### src/rtl/ic_pkg.sv
// Shared icache types and constants for the tag-side logic.
// The tag entry layout is the tag RAM word, so it is packed.
package ic_pkg;

    localparam int LINES  = 256;
    localparam int LINE_W = $clog2(LINES);
    localparam int TAG_W  = 20;

    typedef logic [LINE_W-1:0] ic_line_t;
    typedef logic [TAG_W-1:0]  ic_tag_t;

    typedef struct packed {
        logic    valid;
        ic_tag_t tag;
    } ic_tag_entry_t;

    typedef enum logic {
        SWEEP = 1'b0,
        RUN   = 1'b1
    } ic_tag_ctrl_state_t;

endpackage

### src/rtl/ic_sat_counter.sv
// Statistics counter that sticks at all-ones and clears on request.
// A clear takes priority over an increment in the same cycle.
module ic_sat_counter #(
    parameter int CNT_W = 32
) (
    input  logic             clk,
    input  logic             rst_n,
    input  logic             inc,
    input  logic             clr,
    output logic [CNT_W-1:0] cnt
);

    function automatic logic [CNT_W-1:0] sat_inc(input logic [CNT_W-1:0] v);
        return (&v) ? v : v + 1'b1;
    endfunction

    always_ff @(posedge clk) begin
        if (!rst_n) begin
            cnt <= '0;
        end else if (clr) begin
            cnt <= '0;
        end else if (inc) begin
            cnt <= sat_inc(cnt);
        end
    end

endmodule

### src/rtl/ic_tag_ctrl.sv
// Icache tag RAM port owner: invalidate sweep, fetch lookups, refill writes
// and hit/miss statistics.
module ic_tag_ctrl
    import ic_pkg::*;
#(
    parameter bit FLUSH_ON_RESET = 1'b1,
    parameter int CNT_W          = 32
) (
    input  logic             clk,
    input  logic             rst_n,
    input  logic             flush_req,
    output logic             flush_busy,
    input  logic             lk_valid,
    output logic             lk_ready,
    input  ic_line_t         lk_line,
    input  ic_tag_t          lk_tag,
    output logic             lk_resp_valid,
    output logic             lk_hit,
    input  logic             fill_valid,
    output logic             fill_ready,
    input  ic_line_t         fill_line,
    input  ic_tag_t          fill_tag,
    output logic             tr_rd_en,
    output ic_line_t         tr_rd_line,
    input  ic_tag_entry_t    tr_rd_data,
    output logic             tr_wr_en,
    output ic_line_t         tr_wr_line,
    output ic_tag_entry_t    tr_wr_data,
    output logic [CNT_W-1:0] hit_cnt,
    output logic [CNT_W-1:0] miss_cnt
);

    ic_tag_ctrl_state_t state;
    ic_line_t           sw_idx;
    logic               vld_p1;
    ic_tag_t            lk_tag_p1;
    logic               run;
    logic               lk_acc;
    logic               fill_acc;
    logic               flush_acc;

    assign run        = rst_n && (state == RUN);
    assign flush_busy = (state == SWEEP);
    assign lk_ready   = run && !flush_req;
    assign fill_ready = run && !flush_req;
    assign lk_acc     = lk_valid && lk_ready;
    assign fill_acc   = fill_valid && fill_ready;
    assign flush_acc  = run && flush_req;

    // Stage p0: tag RAM request (read for lookup, write for sweep or fill)
    assign tr_rd_en   = lk_acc;
    assign tr_rd_line = lk_line;

    always_comb begin
        tr_wr_en         = 1'b0;
        tr_wr_line       = fill_line;
        tr_wr_data.valid = 1'b1;
        tr_wr_data.tag   = fill_tag;
        if (rst_n && (state == SWEEP)) begin
            tr_wr_en   = 1'b1;
            tr_wr_line = sw_idx;
            tr_wr_data = '0;
        end else if (fill_acc) begin
            tr_wr_en = 1'b1;
        end
    end

    always_ff @(posedge clk) begin
        if (!rst_n) begin
            if (FLUSH_ON_RESET) begin
                state <= SWEEP;
            end else begin
                state <= RUN;
            end
            sw_idx <= '0;
            vld_p1 <= 1'b0;
        end else begin
            vld_p1 <= lk_acc;
            case (state)
                SWEEP: begin
                    sw_idx <= sw_idx + 1'b1;
                    if (sw_idx == ic_line_t'(LINES - 1)) begin
                        state <= RUN;
                    end
                end
                RUN: begin
                    if (flush_req) begin
                        state  <= SWEEP;
                        sw_idx <= '0;
                    end
                end
                default: state <= RUN;
            endcase
        end
    end

    always_ff @(posedge clk) begin
        if (lk_acc) begin
            lk_tag_p1 <= lk_tag;
        end
    end

    // Stage p1: RAM data returns, compare against the held tag
    assign lk_resp_valid = vld_p1;
    assign lk_hit        = vld_p1 && tr_rd_data.valid && (tr_rd_data.tag == lk_tag_p1);

    ic_sat_counter #(.CNT_W(CNT_W)) u_hit_cnt (
        .clk   (clk),
        .rst_n (rst_n),
        .inc   (vld_p1 && lk_hit),
        .clr   (flush_acc),
        .cnt   (hit_cnt)
    );

    ic_sat_counter #(.CNT_W(CNT_W)) u_miss_cnt (
        .clk   (clk),
        .rst_n (rst_n),
        .inc   (vld_p1 && !lk_hit),
        .clr   (flush_acc),
        .cnt   (miss_cnt)
    );

endmodule

### config.mk
export PLATFORM = sky130hd
export DESIGN_NAME = ic_tag_ctrl
export DESIGN_NICKNAME = d
export VERILOG_FILES = /design/src/rtl/ic_pkg.sv /design/src/rtl/ic_sat_counter.sv /design/src/rtl/ic_tag_ctrl.sv
export SDC_FILE = /design/constraint.sdc
export NUM_CORES = 1
export LEC_CHECK = 0
export ABC_AREA = 1
export BUFFER_PORTS_ARGS = -buffer_cell sky130_fd_sc_hd__buf_2
export CAP_MARGIN = 30
export CELL_PAD_IN_SITES_DETAIL_PLACEMENT = 0
export CELL_PAD_IN_SITES_GLOBAL_PLACEMENT = 2
export CORE_UTILIZATION = 24
export DETAILED_ROUTE_END_ITERATION = 6
export MAX_ROUTING_LAYER = met4
export PLACE_DENSITY_LB_ADDON = 0.12
export SLEW_MARGIN = 40
export SYNTH_ARGS = -nofsm -noshare
export SYNTH_HDL_FRONTEND = slang
export SYNTH_SLANG_ARGS = --single-unit
### constraint.sdc
create_clock -name clk -period 2.4 [get_ports clk]
set_clock_uncertainty 0.1 [all_clocks]
set_input_delay 0 -clock clk [delete_from_list [all_inputs] [get_ports clk]]
set_output_delay 0 -clock clk [all_outputs]
set_load 0.03 [all_outputs]
==> key figures, run 1 <==
Setup path
  • CP max stage cell: dfxtp_1
  • Critical path class: reg2reg
  • Critical Path End Type: flop
  • Worst r2r src: u_hit_cnt.cnt[0]
  • Crit-path max cell delay: 0.40 ns
  • CP required: 2.54 ns
  • CP Max Fanout: 54
  • R2R Path End: u_hit_cnt.cnt[18]
  • Worst r2r path cells: 11
  • Worst R2R Setup Slack: roughly 0.24 ns
  • Most used cell, CP: nor2_8
  • Crit path launch type: flop
  • Critical path arrival: between 2 and 2.5 ns
  • Worst setup path start: u_hit_cnt.cnt[0]
  • Critical-path cell list: ha_1, nand2_1, nor2_4, nand3_4, nor2_8, nand2_4, nor2_8, nor2_8, buf_12, a21oi_1, nor2_1

Detailed routing
  • DR iter-0 viols: 324
  • Final WL: 20.40 mm
  • Vias: 6388
  • Drt wl/cell: 13.62 um
  • Drt pass-1 iters: 4
  • Vias per cell: ~4.3
  • DRT antenna net count: 0
  • Drc violations: 0

Clock network
  • Clock sinks: 94
  • Clock tree from TritonCTS: yes
  • CTS Buf Count: 9
  • Worst skew pair latency: approximately 0.35 ns
  • CTS Buffer Depth: 2
  • Clock root buffer: clkbuf_16
  • PostCTS Resize Cnt: 0
  • H-tree level count: 3
  • Clock transition at path regs: 0.07 ns

Synthesis
  • Register bit total from synthesis: 94
  • Post-Syn Area: approximately 0.0061 mm2
  • Largest cells by area after synthesis: dfxtp_1, nand2_1, nor2_1, edfxtp_1, inv_1
  • Area share of the largest cell type after synthesis: 24.48%
  • Cells after Synth: 955
  • Synth cell types: 38
  • Seq/Total Area, Yosys: 34.41%
  • YS warnings: 0
  • Synth area leader: dfxtp_1
  • Synth Net Count: around 1000
  • Avg Inst Size Synth: 6.336 um2

Layout
  • Fin area: 0.008034 mm2
  • Final Non-Filler Cells: approximately 1500
  • Inserted Diodes: 0
  • Synth-to-Final Area Change: 32.78%
  • Final Util: 32.75%
  • Layout cells sized above 1: 21.81%
  • Fin nets: 1254

Die
  • Std cell rows: 57
  • Total core area: 0.02453 mm2
  • Die Ht: 160.8 um
  • Die span in x: 160.8 um
  • IO Count: 190
  • Initial Util: 24.66%
  • Die Area: 0.02585 mm2

STA
  • Total negative slack: 0 ns
  • Achievable Freq: 0.4626 GHz
  • Period minus WS final: 2.162 ns
  • Slew Viols, Final: 0
  • Relative slew margins: between 60% and 70%
  • Final setup violating endpoints: 0
  • Slew at the pin closest to its max-slew limit: 0.4718 ns
  • RSZ-0062 raised after global routing: no
  • Final Hold Viols: 0
  • Fin crit share: 90.07%

GRT
  • Initial antenna violation count: 0
  • Vias in the first global route: 6194
  • Largest net degree at the start of global routing: 55
  • GRT Util Overall: roughly 16%
  • First-pass GRT wire length: 32.51 mm
  • GRT overflow: 0

Pwr
  • Total power draw: between 3 and 4 mW
  • Net Switching: 0.8845 mW
  • Part of the power in registers: between 40% and 50%
  • Clock network fraction of design power: 44.3%
  • Internal Pwr Total: 2.621 mW
  • Switching part of the total: 25.23%
  • Worst VDD drop: 0.0004163 V
  • Combinational share of power: 9.6%
  • PD cells: 436.3 mW/mm2
  • Static Leak: 3.817 nW

Worst hold path
  • HP Start: tr_rd_data[19]
  • Worst min path class: in2reg
  • Hold path endpoint: u_hit_cnt.cnt[1]
  • Hold Path Depth: 7

Place
  • Placed instance count: approximately 1500
  • Dpl hpwl: around 15 mm
  • GP Congestion: 0.7849
  • PortBufs: 173
  • Placed inst area: 0.007403 mm2

Run status
  • Outcome: complete, no violations

Run
  • Max cap viols: 0
[per-layer routing]
metal  global-route usage, %  routed length (um)
met4                   2.787                 148
met3                   2.738                 880
met1                   20.77                9856
met5                       -                   0
met2                   27.31                9515
[layout make-up]
cell class                 instances  area (um2)
clock buffer                      11       254.0
tap                              324       405.4
fill                            2793       16500
clock inverter                     5       56.30
multi-input combinational        688        3247
timing repair buffer             238        1471
inverter                         138       518.0
sequential                        94        2082
[worst max-delay path: cells and delay by family, from the launching register on]
family	cells	cell delay, ns
compound gates	1	0.16
flops	1	0.40
fa+ha+maj	1	0.22
simple gates	8	0.98
buf+inv	1	0.19
[registers in the layout, summed over array words and instances, names as in the netlist]
register and flops:
lk_resp_valid 1, lk_tag_p1 20, state 1, sw_idx 8
u_hit_cnt.cnt 32, u_miss_cnt.cnt 32
[layout by cell type (no fill, tap or decap), types with 14 or more instances in the layout]
master	n
dlygate4sd3_1	32
nor2_1	176
nand4_1	34
buf_4	30
nand3_1	42
dfxtp_1	74
buf_2	173
nand3_2	16
inv_1	134
o21ai_0	14
edfxtp_1	20
nand2_1	282
a21oi_1	54
[logic make-up (layout without fill, tap and decap cells)]
kind of cell	Yosys count	after routing	synth area share, %
DFF	94	94	34.41
xor gates and xnor gates	16	16	2.316
and+or+nand+nor	592	592	43.61
adders and majority gates	3	3	0.6204
buffers and inverters	173	392	12.30
AOI/OAI and AO/OA	77	77	6.741
[synthesized netlist by cell type]
cell type,count
edfxtp_1,20
o311ai_0,1
o311a_1,1
nor2_8,3
ha_1,3
nand4_1,34
buf_6,7
o21ai_1,1
nand2_1,282
nand3_4,2
nand3_2,16
clkinv_1,2
nand3b_1,11
nor2_4,1
nor3_1,10
and3_1,1
nor3b_2,1
buf_1,3
inv_2,2
buf_2,4
nor2_1,179
dfxtp_1,74
clkbuf_1,11
a211oi_1,2
nand2_4,1
o21ai_0,14
inv_1,134
xor2_1,11
o22ai_1,2
xnor2_1,5
o41ai_1,1
nor2_2,5
nand3_1,42
a21oi_1,54
buf_4,10
and2_1,2
nand2_2,2
o21bai_1,1
[per-stage QoR]
step | setup WS, ns | hold slack, ns
finish | 0.2383 | 0.1798
global placement | 0.2830 | -0.09980
floorplan | 0.1180 | -0.001131
CTS | 0.2390 | 0.1848
global route | 0.06203 | 0.2436
detailed placement | 0.2536 | -0.09980
[how the worst max path moves through the flow]
stage / depth (start not counted) / to
6_report: 11 / u_hit_cnt.cnt[18]
2_1_floorplan: 12 / u_hit_cnt.cnt[24]
3_5_place_dp: 11 / u_hit_cnt.cnt[3]
5_1_grt: 9 / u_miss_cnt.cnt[15]
3_3_place_gp: 9 / u_miss_cnt.cnt[11]
4_1_cts: 11 / u_hit_cnt.cnt[18]
[power by group through the flow]
| stage | clock network (mW) | registers [mW] | logic, mW |
|---|---|---|---|
| after floorplan | 0 | 1.65 | 0.186 |
| after global placement | 0 | 1.65 | 0.284 |
| after detailed placement | 0 | 1.65 | 0.284 |
| after CTS | 1.62 | 1.62 | 0.343 |
| after global routing | 1.67 | 1.62 | 0.372 |
| final | 1.55 | 1.62 | 0.336 |
[repair_timing]
item	4_1_cts	5_1_grt
hold buffers	32	0
hold endpoints to repair	35	0
setup buffers	0	0
No activity file was read; power rests on OpenSTA's default activity.
==> run 2, diff against run 1 <==
--- a/config.mk
+++ b/config.mk
@@ -16,2 +16,3 @@
 export PLACE_DENSITY_LB_ADDON = 0.12
+export SKIP_LAST_GASP = 1
 export SLEW_MARGIN = 40
==> constraint.sdc (replaced) <==
create_clock -name clk -period 2.4 [get_ports clk]
set_clock_uncertainty 0.1 [all_clocks]
set_input_delay 0.48 -clock clk [delete_from_list [all_inputs] [get_ports clk]]
set_output_delay 0.48 -clock clk [all_outputs]
set_load 0.03 [all_outputs]
==> key figures, run 2 (synthesis gave the netlist of run 1 again) <==
Run status
  • Outcome: complete, no violations

Setup path
  • Critical path class: reg2out
  • Worst R2R Setup Slack: 0.27 ns
  • Crit path to: lk_hit
  • Critical path arrival: 1.68 ns
  • Worst setup path start: lk_tag_p1[14]
  • R2R Path End: u_hit_cnt.cnt[15]
  • CP Max Fanout: 2
  • Worst r2r src: u_hit_cnt.cnt[0]
  • Crit path launch type: flop
  • Worst r2r path cells: 11
  • Critical Path End Type: primary output
  • CP required: 1.82 ns

Pwr
  • PD cells: 447.3 mW/mm2
  • Internal Pwr Total: 2.627 mW
  • Worst VDD drop: ~0.0003 V
  • Part of the power in registers: 46.6%
  • Clock network fraction of design power: 45.3%
  • Static Leak: around 3.7 nW
  • Combinational share of power: 8.1%
  • Switching part of the total: 24.33%
  • Net Switching: 0.8447 mW

STA
  • RSZ-0062 raised after global routing: yes
  • Achievable Freq: 0.4433 GHz
  • Slew at the pin closest to its max-slew limit: 0.4591 ns
  • Final setup violating endpoints: 0
  • Relative slew margins: between 60% and 70%
  • Slew Viols, Final: 0
  • Final Hold Viols: 0
  • Period minus WS final: 2.256 ns
  • PnR worst setup slack: around 0.14 ns
  • Fin crit share: 94.00%

Layout
  • Commonest non-fill, non-tap cell in the layout: nand2_1
  • Commonest non-fill, non-tap cells in the layout: nand2_1, nor2_1, buf_2
  • Synth-to-Final Area Change: 28.29%
  • Fillers: 2823
  • Final Util: 31.64%
  • Biggest regs: u_hit_cnt.cnt x32, u_miss_cnt.cnt x32, lk_tag_p1 x20
  • Inserted Diodes: 0
  • Layout cells sized above 1: 22.99%
  • Fin nets: 1224

Clock network
  • CTS Buffer Depth: 2
  • Hold_buf cts: 0
  • Clock root buffer: clkbuf_16
  • Clock transition at path regs: 0.07 ns
  • H-tree level count: 3
  • CTS Buf Count: 9
  • Clock sinks: 94
  • Clock tree from TritonCTS: yes
  • Worst skew pair latency: 0.35 ns

Die
  • Die span in x: 160.8 um
  • Std cell rows: 57
  • Die Area: 0.02585 mm2
  • IO Count: 190
  • Initial Util: 24.66%
  • Total core area: 0.02453 mm2
  • Die Ht: 160.8 um

Place
  • GP Congestion: 0.7879
  • PortBufs: 173
  • Pre-CTS worst setup slack: 0.03667 ns
  • Dpl hpwl: 15.29 mm

GRT
  • Largest net degree at the start of global routing: 38
  • Initial antenna violation count: 0
  • GRT Util Overall: 16.06%
  • Vias in the first global route: 5886
  • First-pass GRT wire length: 31.64 mm
  • GRT overflow: 0

Detailed routing
  • DRT antenna net count: 0
  • Drt pass-1 iters: 5
  • Final WL: a little under 20 mm
  • Vias: 6193
  • Drt wl/cell: 13.44 um
  • DR iter-0 viols: 260
  • Vias per cell: 4.219
  • Drc violations: 0

Run
  • Max cap viols: 0

Worst hold path
  • Worst min path class: in2reg
-- run 2: cell count changes in the layout (fill, tap and decap cells not counted), moves of 2 or more --
cell | before | now
dlygate4sd3_1 | 32 | 0
buf_2 | 173 | 171
nand2_1 | 282 | 280
nor2_4 | 4 | 6
clkinvlp_4 | 3 | 0
buf_6 | 0 | 2
nand2_2 | 2 | 4
nor2_1 | 176 | 173
clkinv_2 | 0 | 2
-- run 2: worst min path at each step --
| stage | depth (start not counted) | slack, ns | from | end |
|---|---|---|---|---|
| final | 1 | 0.20 | lk_tag[12] | lk_tag_p1[12] |
| after detailed placement | 2 | 0.37 | sw_idx[7] | sw_idx[7] |
| after global placement | 2 | 0.36 | sw_idx[7] | sw_idx[7] |
| after floorplan | 2 | 0.34 | sw_idx[7] | sw_idx[7] |
| after global routing | 1 | 0.18 | lk_tag[7] | lk_tag_p1[7] |
| after CTS | 1 | 0.18 | lk_tag[7] | lk_tag_p1[7] |
-- run 2: routing by layer --
layer	wire, um	vias up	part of all wire [%]	global-route usage, %
li1	-	3354	-	-
met1	10250	2683	52	22.05
met2	8528	150	43	24.48
met3	857	6	4.3	2.944
met4	97	0	0.49	3.259
met5	0	-	0	-
-- run 2: power by group through the flow --
stage	registers [mW]	logic [mW]	clock network [mW]
after floorplan	1.65	0.186	0
after global placement	1.65	0.284	0
after detailed placement	1.65	0.283	0
after CTS	1.62	0.285	1.65
after global routing	1.62	0.316	1.69
final	1.62	0.283	1.57
-- run 2: final cells by class --
cell class | count | area (um2) | area share, %
multi-input combinational | 688 | 3269 | 42.12
sequential | 94 | 2082 | 26.82
timing repair buffer | 208 | 1179 | 15.18
inverter | 138 | 520.5 | 6.705
tap | 324 | 405.4 | 5.222
clock buffer | 11 | 232.7 | 2.998
clock inverter | 5 | 73.82 | 0.9510
-- run 2: metrics by stage --
step,instance area (um2),hold WS [ns],TNS [ns],power [mW],std cells
after floorplan,6061,0.3424,-1.865,1.839,955
after global placement,7406,0.3648,0,1.939,1451
after detailed placement,7406,0.3651,0,1.937,1451
after CTS,7719,0.1790,0,3.548,1467
after global routing,7762,0.1770,-0.03506,3.619,1468
final,7762,0.2006,0,3.472,1468
-- run 2: repair_timing --
item                       CTS  global route
setup endpoints to repair    9             6
gates resized for setup      2            13
pin swaps                    0             5
buffers inserted             0             1
-- run 2: worst max-delay path: stages (launching register included) --
cell      delay, ns
edfxtp_1       0.40
nor2_1         0.10
nor2_1         0.06
nor2_2         0.14
nand2_2        0.08
nor2_4         0.13
nand2_2        0.08
nor2_4         0.10
buf_6          0.11
buf_6          0.12
